**src/rtl/dut_result_readback.sv**
```systemverilog
// dut_result_readback: samples z after a fixed strobe latency into a FIFO and streams each sample as an A5/seq/data byte frame
module dut_result_readback #(
  parameter int Z_WIDTH = 72,
  parameter int LATENCY = 2,
  parameter int DEPTH   = 4
) (
  input  logic                   clk,
  input  logic                   rst,
  input  logic                   strobe,
  input  logic [Z_WIDTH-1:0]     z,
  output logic [7:0]             tx_data,
  output logic                   tx_valid,
  input  logic                   tx_ready,
  output logic                   overflow,
  output logic [$clog2(DEPTH):0] fifo_count
);
  localparam int NB = (Z_WIDTH + 7) / 8;
  localparam int SW = 8 * NB;
  localparam int AW = $clog2(DEPTH);
  localparam int IW = NB > 1 ? $clog2(NB) : 1;
  typedef enum logic [2:0] {IDLE, HDR, SEQ, DATA, END} state_t;
  state_t state;
  logic cap, full, pop, push;
  logic [7:0] seq, fseq;
  logic [AW-1:0] wr, rd;
  logic [IW-1:0] idx;
  logic [SW-1:0] sh;
  logic [Z_WIDTH+7:0] mem [DEPTH];
  generate
    if (LATENCY == 0) begin : g_comb
      assign cap = strobe;
    end else begin : g_dly
      logic [LATENCY-1:0] dly;
      always_ff @(posedge clk or posedge rst)
        if (rst) dly <= '0;
        else dly <= LATENCY'({dly, strobe});
      assign cap = dly[LATENCY-1];
    end
  endgenerate
  assign full = fifo_count == (AW+1)'(DEPTH);
  // END also launches the next frame so back-to-back frames are split by exactly one idle cycle
  assign pop  = (state == IDLE || state == END) && fifo_count != '0;
  assign push = cap && (!full || pop);
  always_ff @(posedge clk)
    if (push) mem[wr] <= {seq, z};
  always_ff @(posedge clk or posedge rst) begin
    if (rst) begin
      state      <= IDLE;
      tx_valid   <= 1'b0;
      tx_data    <= '0;
      overflow   <= 1'b0;
      fifo_count <= '0;
      seq        <= '0;
      fseq       <= '0;
      wr         <= '0;
      rd         <= '0;
      idx        <= '0;
      sh         <= '0;
    end else begin
      if (cap) seq <= seq + 8'd1;
      if (cap && full && !pop) overflow <= 1'b1;
      if (push) wr <= wr + 1'b1;
      if (pop) rd <= rd + 1'b1;
      fifo_count <= fifo_count + {{AW{1'b0}}, push} - {{AW{1'b0}}, pop};
      case (state)
        IDLE, END: begin
          tx_valid <= pop;
          state    <= pop ? HDR : IDLE;
          if (pop) begin
            tx_data <= 8'hA5;
            fseq    <= mem[rd][Z_WIDTH +: 8];
            sh      <= SW'(mem[rd][Z_WIDTH-1:0]);
          end
        end
        HDR: if (tx_ready) begin
          tx_data <= fseq;
          state   <= SEQ;
        end
        SEQ: if (tx_ready) begin
          tx_data <= sh[7:0];
          sh      <= sh >> 8;
          idx     <= '0;
          state   <= DATA;
        end
        DATA: if (tx_ready) begin
          if (idx == IW'(NB - 1)) begin
            tx_valid <= 1'b0;
            state    <= END;
          end else begin
            idx     <= idx + 1'b1;
            tx_data <= sh[7:0];
            sh      <= sh >> 8;
          end
        end
        default: state <= IDLE;
      endcase
    end
  end
endmodule

```
**config.mk**
```make
export PLATFORM = sky130hd
export DESIGN_NAME = dut_result_readback
export DESIGN_NICKNAME = d
export VERILOG_FILES = /design/src/rtl/dut_result_readback.sv
export SDC_FILE = /design/constraint.sdc
export NUM_CORES = 1
export LEC_CHECK = 0
export ABC_AREA = 1
export CORE_MARGIN = 1
export CORE_UTILIZATION = 60
export CTS_CLUSTER_SIZE = 24
export DETAILED_ROUTE_END_ITERATION = 10
export PLACE_DENSITY = 0.91
export SKIP_CTS_REPAIR_TIMING = 1
export SYNTH_ARGS = -nofsm -noshare
export SYNTH_HDL_FRONTEND = slang
export SYNTH_SLANG_ARGS = --single-unit
```
**constraint.sdc**
```tcl
create_clock -name clk -period 6.2 [get_ports clk]
set_input_delay 1.86 -clock clk [delete_from_list [all_inputs] [get_ports clk]]
set_output_delay 1.86 -clock clk [all_outputs]
set_load 0.02 [all_outputs]
```
==> results.tsv <==
metric	value	unit
H-tree depth	2	
flop2flop setup slack	3.05	ns
placed insts	2091	
unique cell type count in the Yosys netlist	28	
Mapped Cells	1686	
Synth Warn #	0	
CP top delay family	buffers and inverters	
Slew HR	0.1956	
Async SR Flop Fraction	0.2627	
vias	12803	
max_cap viols	0	
clk slew on worst S/H paths	0.06	ns
drt wl/cell	19.09	um
gr usage total	0.2743	
Seq/Total Area, Yosys	0.6893	
setup TNS	0	ns
DRC	0	
area delta synth->final	14.50	%
hold path cells	0	
hold_sp	g_dly.dly[0]	
Final period util	0.5750	
Syn Nets	1772	
Setup Skew	0.02312	ns
Clock Latency Late Sink	0.54	ns
Crit. End Element	flip-flop	
# rows	63	
Root Driver	clkbuf_16	
Primary FF master, synth	edfxtp_1	
synthesized flop and latch total	434	
slowest CP cell	buf_4	
WP buf/inv	3	
largest net degree at the start of global routing	103	
io pins	89	
vias in the first global route	12728	
drt via density	5.905	
Num CTS Buffers	42	
worst-path maximum fanout	66	
initial detailed-routing violation count	1502	
hold path endpoint	g_dly.dly[1]	
Hold WC Path Type	flip-flop to flip-flop	
pwr/cell area	526.8	mW/mm^2
worst r2r dst	sh[32]	
clock sinks	434	
CP max stage delay	0.61	ns
Peak supply drop	357.3	uV
minimum clock period	3.565	ns
WS Path Type	primary input to flip-flop	
first-pass GRT wire length	65.65	mm
status	completed	
Die X	175.6	um
number of setup violations in the final report	0	
area leader, netlist	edfxtp_1	
worst-case reg-to-reg path depth	8	
Die Footprint	0.03083	mm^2
top cells by area, synth	edfxtp_1 53%, dfrtp_1 16%, nand2_1 13%, nand3_1 5.8%, o21bai_1 3.4%	
input/output buffers	88	
Congestion Overflow GR	0	
most instantiated library cell after synthesis	nand2_1	
final hold vios	0	
critical path required time	6.67	ns
most used cell, CP	nand2_1	
initial core utilization	0.6100	
unrepaired setup endpoints after global routing	false	
Finished Layout Cells	2168	
Die H	175.6	um
Commonest cells post-synth	613 x nand2_1, 320 x edfxtp_1, 209 x nand3_1, 114 x dfrtp_1, 103 x inv_1	
share of the synthesized area in the top cell type	0.5315	
antenna viol nets, final	0	
synthesized cell area	0.01808	mm^2
Worst Setup Start Kind	primary input	
Max Freq	0.2805	GHz
Nets	1831	
Total Wirelength	41.39	mm
leak pwr	8.710	nW
drt pass-1 iters	6	
DP HPWL	22.50	mm
antenna violations before repair	0	
max-slew violations	0	
share of layout cells above drive strength 1	0.05737	
Core Area	0.02964	mm^2
Reg-to-Reg Start	rd[0]	
diodes inserted	0	
CTS tree	done	
clock buffer depth	3	
WP data arrival	4.03	ns
syn_area_per_cell	10.72	um^2
Placer Congestion	0.8282	
crit path cell chain	clkdlybuf4s50_1, inv_1, nand3_1, nand3_2, nor2_4, buf_4, nand2_1, nand2_1	
number of flops mapped to enable cells by yosys	320	
Least-Margin Pin Slew	1.207	ns
## cells by family (layout without fill, tap and decap cells)
| logic type | after synthesis | count (layout) | synth area share |
|---|---|---|---|
| adder cells (fa/ha/maj) | 10 | 10 | 0.007336 |
| AND/OR/NAND/NOR | 889 | 889 | 0.2006 |
| XOR/XNOR | 13 | 13 | 0.006298 |
| flip-flops | 434 | 434 | 0.6893 |
| AO/OA/AOI/OAI | 141 | 141 | 0.05115 |
| buffers and inverters | 199 | 291 | 0.04526 |
## registers in the layout (all words and copies together), names as in the netlist
register,count
rd,2
tx_valid,1
state,3
mem,320
overflow,1
fifo_count,3
wr,2
seq,8
g_dly.dly,2
fseq,8
tx_data,8
sh,72
idx,4
## routing by layer
layer	track usage	wire length (um)	vias up
met5	0	0	-
met4	0.1217	1568	0
met3	0.03658	3603	137
met2	0.4753	21120	806
met1	0.3461	15090	6119
li1	-	-	5741
## area by class of cell
type                    count  area, um^2
clock inverters            25       319.1
clock buffers              52        1152
fillers                  1832        8939
multi-input cells        1053        4846
repair buffers            106        1016
flip-flops and latches    434       12470
inverters                 108       411.6
well taps                 390       488.0
## per-stage QoR
stage	setup WS, ns	cell area, um^2	hold WS [ns]	total power, mW	utilization
6_report	2.635	20700	0.3585	10.91	0.6984
2_1_floorplan	1.324	18080	0.3312	7.019	-
4_1_cts	2.701	20700	0.3621	10.87	0.6984
5_1_grt	2.496	20700	0.3653	11.48	0.6984
3_5_place_dp	2.189	19230	0.3477	8.078	0.6488
3_3_place_gp	2.307	19230	0.3349	7.868	0.6488
## worst max path at each step
stage	cells past startpoint	slack (ns)	start	to
3_5_place_dp	8	2.19	tx_ready	sh[33]
2_1_floorplan	1	1.32	rst	fifo_count[0]
6_report	8	2.64	tx_ready	sh[36]
4_1_cts	8	2.70	tx_ready	sh[36]
3_3_place_gp	8	2.31	tx_ready	sh[14]
5_1_grt	8	2.50	tx_ready	sh[71]
## where the power goes
group	leakage, nW	internal (mW)	total [mW]	switching [mW]
combinational	3.65	1.14	3.76	2.62
sequential	4.35	3.98	4.45	0.466
clock	0.714	1.62	2.70	1.07
total	8.71	6.75	10.9	4.16
## layout by cell type, fill, tap and decap left out, types with 6 or more instances in the layout
cell	instances
nand2_1	612
edfxtp_1	320
nand3_1	209
dfrtp_1	112
inv_1	102
clkdlybuf4s50_1	88
o21bai_1	81
nor2_1	55
clkbuf_16	45
o21ai_0	31
buf_4	18
a21oi_1	17
xor2_1	11
ha_1	9
a31oi_1	8
clkinv_2	7
clkbuf_1	7
bufinv_16	7
nor2_4	6
(Power assumes the default switching activity.)
